`config.mk`:
```
export PLATFORM = sky130hd
export DESIGN_NAME = interrupt_claim_controller
export DESIGN_NICKNAME = d
export VERILOG_FILES = /design/src/rtl/interrupt_ctrl_pkg.sv /design/src/rtl/interrupt_priority_encoder.sv /design/src/rtl/interrupt_claim_controller.sv
export SDC_FILE = /design/constraint.sdc
export NUM_CORES = 1
export LEC_CHECK = 0
export CAP_MARGIN = 20
export CORE_MARGIN = 4
export CORE_UTILIZATION = 38
export DETAILED_ROUTE_END_ITERATION = 7
export HOLD_SLACK_MARGIN = 0.06
export PLACE_DENSITY = 0.84
export SLEW_MARGIN = 20
export SYNTH_ARGS = -nofsm -noshare
export SYNTH_HDL_FRONTEND = slang
export SYNTH_SLANG_ARGS = --single-unit
export TNS_END_PERCENT = 100
```
`constraint.sdc`:
```
create_clock -name clk -period 2 [get_ports clk]
set_input_delay 0.3 -clock clk [delete_from_list [all_inputs] [get_ports clk]]
set_output_delay 0.3 -clock clk [all_outputs]
set_load 0.02 [all_outputs]
```
`src/rtl/interrupt_ctrl_pkg.sv`:
```
// Shared types and defaults for the interrupt claim controller family.
package interrupt_ctrl_pkg;

  localparam int N_INTERRUPTS_DEFAULT = 32;

  typedef enum logic [1:0] {
    IDLE      = 2'd0,
    ASSERT    = 2'd1,
    SERVICING = 2'd2
  } ctrl_state_t;

endpackage

```
`src/rtl/interrupt_priority_encoder.sv`:
```
// Fixed-priority encoder: the lowest set index of the eligible vector wins.
module interrupt_priority_encoder #(
  parameter int  N_interrupts = 32,
  localparam int ID_W         = $clog2(N_interrupts)
) (
  input  logic [N_interrupts-1:0] eligible,
  output logic [ID_W-1:0]         winner,
  output logic                    any_elig
);

  // Scan from the top down so the last hit, i.e. the lowest index, sticks.
  always_comb begin
    winner = '0;
    for (int i = N_interrupts - 1; i >= 0; i--) begin
      if (eligible[i]) winner = ID_W'(i);
    end
  end

  assign any_elig = |eligible;

endmodule

```
`src/rtl/interrupt_claim_controller.sv`:
```
// Pending-register interrupt controller with a claim/complete handshake.
// Edge pulses latch into pending regardless of the enable mask; the mask only
// decides which pending sources are visible to priority resolution.
module interrupt_claim_controller
  import interrupt_ctrl_pkg::*;
#(
  parameter int  N_interrupts = N_INTERRUPTS_DEFAULT,
  localparam int ID_W         = $clog2(N_interrupts)
) (
  input  logic                    clk,
  input  logic                    rst,
  input  logic [N_interrupts-1:0] interrupt_requests,
  input  logic [N_interrupts-1:0] interrupt_enable,
  output logic                    irq_out,
  input  logic                    claim_req,
  output logic                    claim_ack,
  output logic                    claim_valid,
  output logic [ID_W-1:0]         claim_id,
  input  logic                    complete_req,
  input  logic [ID_W-1:0]         complete_id,
  output logic                    complete_err,
  output logic [N_interrupts-1:0] pending,
  output logic [ID_W-1:0]         active_id
);

  ctrl_state_t             state;
  ctrl_state_t             next_state;
  logic [N_interrupts-1:0] eligible;
  logic [N_interrupts-1:0] clr;
  logic [ID_W-1:0]         winner;
  logic                    any_elig;
  logic                    claim_legal;
  logic                    complete_legal;

  assign eligible = pending & interrupt_enable;

  interrupt_priority_encoder #(
    .N_interrupts(N_interrupts)
  ) u_prio (
    .eligible (eligible),
    .winner   (winner),
    .any_elig (any_elig)
  );

  // A claim is only honoured while asserting and something is still eligible
  // at the claim edge; a complete only matches the source in service.
  assign claim_legal    = claim_req && (state == ASSERT) && any_elig;
  assign complete_legal = complete_req && (state == SERVICING) && (complete_id == active_id);

  // One-hot clear of the claimed source's pending bit.
  always_comb begin
    clr = '0;
    if (claim_legal) clr[winner] = 1'b1;
  end

  // Next-state decode; irq_out is registered from this so it falls on the claim edge.
  always_comb begin
    next_state = state;
    unique case (state)
      IDLE: begin
        if (any_elig) next_state = ASSERT;
      end
      ASSERT: begin
        if (claim_req) next_state = any_elig ? SERVICING : IDLE;
        else if (!any_elig) next_state = IDLE;
      end
      SERVICING: begin
        if (complete_legal) next_state = IDLE;
      end
      default: next_state = IDLE;
    endcase
  end

  // State, pending register and registered handshake outputs.
  always_ff @(posedge clk or posedge rst) begin
    if (rst) begin
      state        <= IDLE;
      pending      <= '0;
      irq_out      <= 1'b0;
      claim_ack    <= 1'b0;
      claim_valid  <= 1'b0;
      claim_id     <= '0;
      complete_err <= 1'b0;
      active_id    <= '0;
    end else begin
      state        <= next_state;
      // Set after clear so a fresh edge on the claimed bit is never lost.
      pending      <= (pending & ~clr) | interrupt_requests;
      irq_out      <= (next_state == ASSERT);
      claim_ack    <= claim_req;
      claim_valid  <= claim_legal;
      complete_err <= complete_req && !complete_legal;
      if (claim_req) claim_id <= claim_legal ? winner : '0;
      if (claim_legal) active_id <= winner;
    end
  end

endmodule

```
Word-level counts from Yosys, hierarchy flattened
Cells that the tools add are included.
{"block": "word_totals", "regBits": 48, "inputBits": 73, "output_inout_bits": 46}
{"block": "classes", "magnitude_cmp": 2, "eq_ne": 4, "mux": 42, "n_bitwise": 4, "reduce_logical": 9}
{"operator": "5-bit 2-to-1 mux", "n": 33}
{"operator": "32-bit AND", "n": 2}
{"operator": "32-bit 2-to-1 mux", "n": 1}
{"operator": "32-bit NOT", "n": 1}
{"operator": "32-bit bitwise OR", "n": 1}
{"operator": "32-bit OR reduction", "n": 1}
{"operator": "2-bit 2-to-1 mux", "n": 5}
{"operator": "1-bit logical AND", "n": 6}
{"operator": "5-bit by 6-bit less-than comparator with 1-bit output (second input constant)", "n": 1}
{"operator": "2-bit case mux with 3 select lines", "n": 1}
{"operator": "1-bit demux with 5-bit select", "n": 1}
{"operator": "5-bit equality test", "n": 1}
{"operator": "5-bit by 1-bit greater-or-equal comparator with 1-bit output (second input constant)", "n": 1}
{"operator": "2-bit by 1-bit equality test with 1-bit output (second input constant)", "n": 2}
{"operator": "2-bit equality test (second input constant)", "n": 1}
{"operator": "2-bit logical NOT", "n": 1}
{"operator": "1-bit logical NOT", "n": 1}
{"operator": "1-bit 2-to-1 mux", "n": 1}

Depth between registers and ports, before layout
{"block": "logic_depth", "word_depth": 41, "depth_mapped": 7, "ltp_nobuf": 6}

Hierarchy
A second synthesis with hierarchy kept.
{"block": "unflattened", "cells_unflattened": 297, "hier_area_um2": 2548.7}
{"mod": "interrupt_claim_controller", "n_inst": 1, "cells_each": 232, "area_each_um2": 2163.3, "seq_area_each_um2": 1201.2}
{"mod": "interrupt_priority_encoder", "n_inst": 1, "cells_each": 65, "area_each_um2": 385.4, "seq_area_each_um2": 0.0}

Worst setup path after synthesis
OpenSTA, ideal clock, no wires.
{"block": "synth_timing", "kind": "register to register", "from": "register pending[23]", "to": "register pending[14]", "arrival_ps": 2021, "required_ps": 1918, "slack_ps": -103, "stages_incl_launch_ff": 8, "synth_period_minus_slack_ps": 2103, "cell_sequence": "dfrtp_1 nand2_1 a32o_1 a221o_1 o211a_4 a211o_4 buf_6 a31oi_1"}
{"block": "synth_between", "elab_chain_cells": 33}
{"item": "start, declared", "line": "interrupt_claim_controller.sv:22", "source": "output logic [N_interrupts-1:0] pending,"}
{"item": "start signal, assigned", "line": "interrupt_claim_controller.sv:88", "source": "pending <= (pending & ~clr) | interrupt_requests;"}
{"item": "32-bit AND (*)", "line": "interrupt_claim_controller.sv:35", "source": "assign eligible = pending & interrupt_enable;"}
{"item": "5-bit 2-to-1 mux (24 in a row)", "line": "interrupt_priority_encoder.sv:15", "source": "if (eligible[i]) winner = ID_W'(i);"}
{"item": "5-bit by 6-bit less-than comparator with 1-bit output (implied by the code) or 5-bit by 1-bit greater-or-equal comparator with 1-bit output (tied branches)", "line": "interrupt_claim_controller.sv:53", "source": "if (claim_legal) clr[winner] = 1'b1;"}
{"item": "1-bit logical AND (implied by the code)", "line": "interrupt_claim_controller.sv:53"}
{"item": "1-bit 2-to-1 mux (implied by the code)", "line": "interrupt_claim_controller.sv:53"}
{"item": "1-bit demux with 5-bit select", "line": "interrupt_claim_controller.sv:53"}
{"item": "32-bit 2-to-1 mux (*)", "line": "interrupt_claim_controller.sv:53"}
{"item": "32-bit NOT (*)", "line": "interrupt_claim_controller.sv:88"}
{"item": "32-bit AND (*)", "line": "interrupt_claim_controller.sv:88"}
{"item": "32-bit bitwise OR (*)", "line": "interrupt_claim_controller.sv:88"}
Every way passes the cells marked *; elsewhere a longest branch is shown, timed or not.
A chain may end at the register's enable or synchronous reset.

Worst setup path after layout
{"block": "layout_timing", "from": "register pending[13]", "to": "register pending[14]"}
{"block": "layout_between", "elab_chain_cells": 23}
{"item": "32-bit AND (*)", "line": "interrupt_claim_controller.sv:35"}
{"item": "5-bit 2-to-1 mux (14 in a row)", "line": "interrupt_priority_encoder.sv:15"}
{"item": "5-bit by 6-bit less-than comparator with 1-bit output (implied by the code) or 5-bit by 1-bit greater-or-equal comparator with 1-bit output (tied branches)", "line": "interrupt_claim_controller.sv:53"}
{"item": "1-bit logical AND (implied by the code)", "line": "interrupt_claim_controller.sv:53"}
{"item": "1-bit 2-to-1 mux (implied by the code)", "line": "interrupt_claim_controller.sv:53"}
{"item": "1-bit demux with 5-bit select", "line": "interrupt_claim_controller.sv:53"}
{"item": "32-bit 2-to-1 mux (*)", "line": "interrupt_claim_controller.sv:53"}
{"item": "32-bit NOT (*)", "line": "interrupt_claim_controller.sv:88"}
{"item": "32-bit AND (*)", "line": "interrupt_claim_controller.sv:88"}
{"item": "32-bit bitwise OR (*)", "line": "interrupt_claim_controller.sv:88"}
Marks and branches as above.

==> flow_metrics.tcl <==
set metrics [dict create \
    ys_seq_area_share_pct 46.5 \
    cts_root_buf "clkbuf_8" \
    antennaDiodeCount 0 \
    critPathKind "flip-flop to flip-flop" \
    slew_headroom_pct 75.1 \
    fmax_ghz 0.471 \
    ioPinCount 119 \
    path_max_fanout 10 \
    netlist_area_mm2 0.00258 \
    fin_nets 556 \
    gp_congestion 0.873 \
    grt_pass1_vias 3280 \
    insertion_delay_ns 0.31 \
    violations "negative setup slack" \
    dieArea_mm2 0.00818 \
    fin_crit_sh_pct 106 \
    p_leak_nw 1.92 \
    start_kind "flip-flop" \
    ys_warn_count 0 \
    cp.required_ns 2.20 \
    fin_crit_ns 2.12 \
    areaGrowthSynthToFinish_pct 84.6 \
    utilization_pct 73.9 \
    comb_power_share_pct 37.5 \
    worst_clock_skew_ns 0.0123 \
    clockPowerShare_pct 21.9 \
    finalHoldViolCount 0 \
    synth-edff-count 0 \
    drt_iter0_markers 304 \
    antenna_found_initial 0 \
    die_y_um 90.5 \
    ant_nets 0 \
    cts_tree "built" \
    regArea_mm2 0.00120 \
    endpoint_kind "flip-flop" \
    worst-slew-pin-transition_ns 0.374 \
    cts_num_sinks 48 \
    grt_overflow 0 \
    grt_pass1_wl_um 16100 \
    power_mw 2.82 \
    final_critical_path_setup_slack_ns -0.121 \
    num_rows 29 \
    n_fill_cell 431 \
    path_clk_slew_ns 0.10 \
    num_vias 3401 \
    syn_avg_cell_area_um2 9.07 \
    netSwitchingPower_mw 0.949 \
    crit_arrival_ns 2.32 \
    htreeDepth 2 \
    drv_cap 0 \
    switching_share_pct 33.6 \
    coreArea_mm2 0.00646 \
    io_buffers 118 \
    track_usage_pct 24.2 \
    chipWidth_um 90.5 \
    slew_viol_final 0 \
    syn-num-nets 358 \
    p_per_area_mw_per_mm2 592 \
    wl_um 11300 \
    synth_compound_area_share_pct 27.5 \
    synth_fa_ha_area_share_pct 0 \
    finalSetupTns_ns -0.770 \
    syn-instance-count 285 \
    synth_mux_area_share_pct 0.436 \
    synthArstFlopShare_pct 100 \
    first_pass_iters 5 \
    viasPerCell 6.06 \
    synth_top_family_by_area "compound AO/OA/AOI/OAI gates" \
    status "finished, violations left" \
    synth-simple-area-share_pct 21.3 \
    dpl_cell_area_mm2 0.00438 \
    holdBufCountCts 0 \
    power.internal_mw 1.87 \
    setup_violations 23 \
    grt_max_degree 22 \
    dpl.hpwl_um 7550 \
    multi_input_area_mm2 0.00154 \
    numCtsBuffers 5 \
    drc 0 \
    rsz0062_at_grt "true" \
    ys_types 48 \
    ys_ff_latch 48 \
    synth_xor_area_share_pct 1.69 \
    clk_path_buf_depth 2 \
    post_drt_wl_per_cell_um 20.2 \
    ir_worst_vdd_v 0.000490 \
    start_util_pct 40.0 \
    synth_flop_cell "dfrtp_1" \
    power.share.sequential_pct 40.5 \
    hold_class "input port to async pin" \
    drive_gt1_share_pct 29.8 \
    stdcell_area_mm2 0.00477 \
]
==> layout make-up <==
cell class	count	area share, %
Timing Repair Buffer	194	37.6
Inverter	11	0.865
Clock inverter	2	0.315
Multi-Input combinational cell	223	32.2
Clock buffer	6	1.73
Sequential cell	48	25.3
Tap cell	77	2.02
==> cell usage in the layout, fill, tap and decap left out, types with 3 or more instances in the layout <==
| cell type | n |
|---|---|
| a32o_1 | 4 |
| dfrtp_1 | 45 |
| a221oi_2 | 3 |
| a21oi_1 | 9 |
| dlygate4sd2_1 | 4 |
| nor3_1 | 5 |
| inv_1 | 9 |
| nand2_2 | 3 |
| nand4_1 | 6 |
| a22o_1 | 6 |
| a21oi_2 | 7 |
| dfrtp_2 | 3 |
| nand2_1 | 29 |
| a22oi_2 | 14 |
| o21ai_1 | 5 |
| a31oi_1 | 13 |
| nor2_1 | 58 |
| dlymetal6s2s_1 | 4 |
| nor3_2 | 6 |
| buf_6 | 3 |
| clkdlybuf4s50_1 | 110 |
| clkbuf_8 | 6 |
| a31oi_2 | 3 |
| xor2_1 | 4 |
| buf_4 | 71 |
==> metrics by stage <==
stage	hold WS [ns]	worst slack, ns	cells
after floorplan	0.331	0.00393	285
after global placement	0.490	-0.442	542
after detailed placement	0.493	-0.491	542
after CTS	0.277	-0.0161	556
after global routing	0.289	-0.237	561
final	0.266	-0.121	561
==> flip-flops by register name, summed over array words and instances, names as in the netlist <==
name / count
complete_err: 1
active_id: 5
state: 2
claim_ack: 1
claim_valid: 1
pending: 32
claim_id: 5
irq_out: 1
==> critical path: stages (launching register included) <==
cell      delay (ns)
dfrtp_2         0.44
buf_4           0.16
a22oi_1         0.27
and4_1          0.29
a211oi_4        0.08
a31oi_1         0.17
buf_4           0.24
nor2_1          0.11
a31oi_1         0.26
==> Yosys cell counts (all sizes together), types with 2 or more instances <==
| cell type | count | area (um^2) |
|---|---|---|
| inv | 11 | 41.3 |
| a22o | 6 | 52.6 |
| a31oi | 17 | 119 |
| o211a | 2 | 27.5 |
| a221o | 3 | 30.0 |
| nand4 | 6 | 37.5 |
| and2 | 2 | 12.5 |
| a21oi | 16 | 80.1 |
| nor2 | 60 | 225 |
| o211ai | 2 | 15.0 |
| a221oi | 5 | 50.0 |
| o22a | 2 | 17.5 |
| nand2 | 32 | 120 |
| xor2 | 4 | 35.0 |
| o21ai | 9 | 45.0 |
| or2 | 3 | 18.8 |
| a32oi | 2 | 17.5 |
| buf | 3 | 21.3 |
| a22oi | 16 | 130 |
| nor3 | 13 | 87.6 |
| a211oi | 2 | 20.0 |
| dfrtp | 48 | 1200 |
| o22ai | 2 | 12.5 |
| a32o | 4 | 40.0 |
==> metal layers <==
| metal | GRT usage (%) | wire length [um] | part of all wire (%) | vias to the layer above |
|---|---|---|---|---|
| met4 | 7.53 | 420 | 3.7 | 0 |
| met5 | 0 | 0 | 0 | - |
| met2 | 41.3 | 5470 | 48 | 231 |
| met1 | 29.7 | 4500 | 40 | 1648 |
| met3 | 6.92 | 943 | 8.3 | 56 |
| li1 | - | - | - | 1466 |
==> cells by family (layout without fill, tap and decap cells) <==
group                     after synthesis  after routing
and+or+nand+nor                       123            123
buffers and inverters                  15            213
muxes                                   1              1
AOI/OAI and AO/OA                      93             94
xor gates and xnor gates                5              5
DFF                                    48             48
==> what timing repair did <==
item,4_1_cts,5_1_grt
setup buffers,5,4
gates cloned,1,1
pin swaps,9,14
hold endpoints to repair,0,0
gates resized for setup,11,47
setup endpoints to repair,34,40
==> power by group through the flow <==
stage | logic (mW) | clock network (mW) | registers, mW
2_1_floorplan | 0.313 | 0 | 1.23
3_3_place_gp | 0.916 | 0 | 1.15
3_5_place_dp | 0.931 | 0 | 1.16
4_1_cts | 0.959 | 0.621 | 1.14
5_1_grt | 1.11 | 0.663 | 1.15
6_report | 1.06 | 0.619 | 1.14
==> path summary, 6_finish.rpt <==
check / from / endpoint / cells past startpoint / slack (ns)
min reg2reg: claim_id[3] / claim_id[3] / 2 / 0.51
min: rst / active_id[1] / 2 / 0.27
max: pending[13] / pending[14] / 8 / -0.12
min in group clk: claim_id[3] / claim_id[3] / 2 / 0.51
max in group asynchronous: rst / pending[25] / 3 / 1.21
max reg2reg: pending[13] / pending[14] / 8 / -0.12
Power figures use the tool's default switching activity.
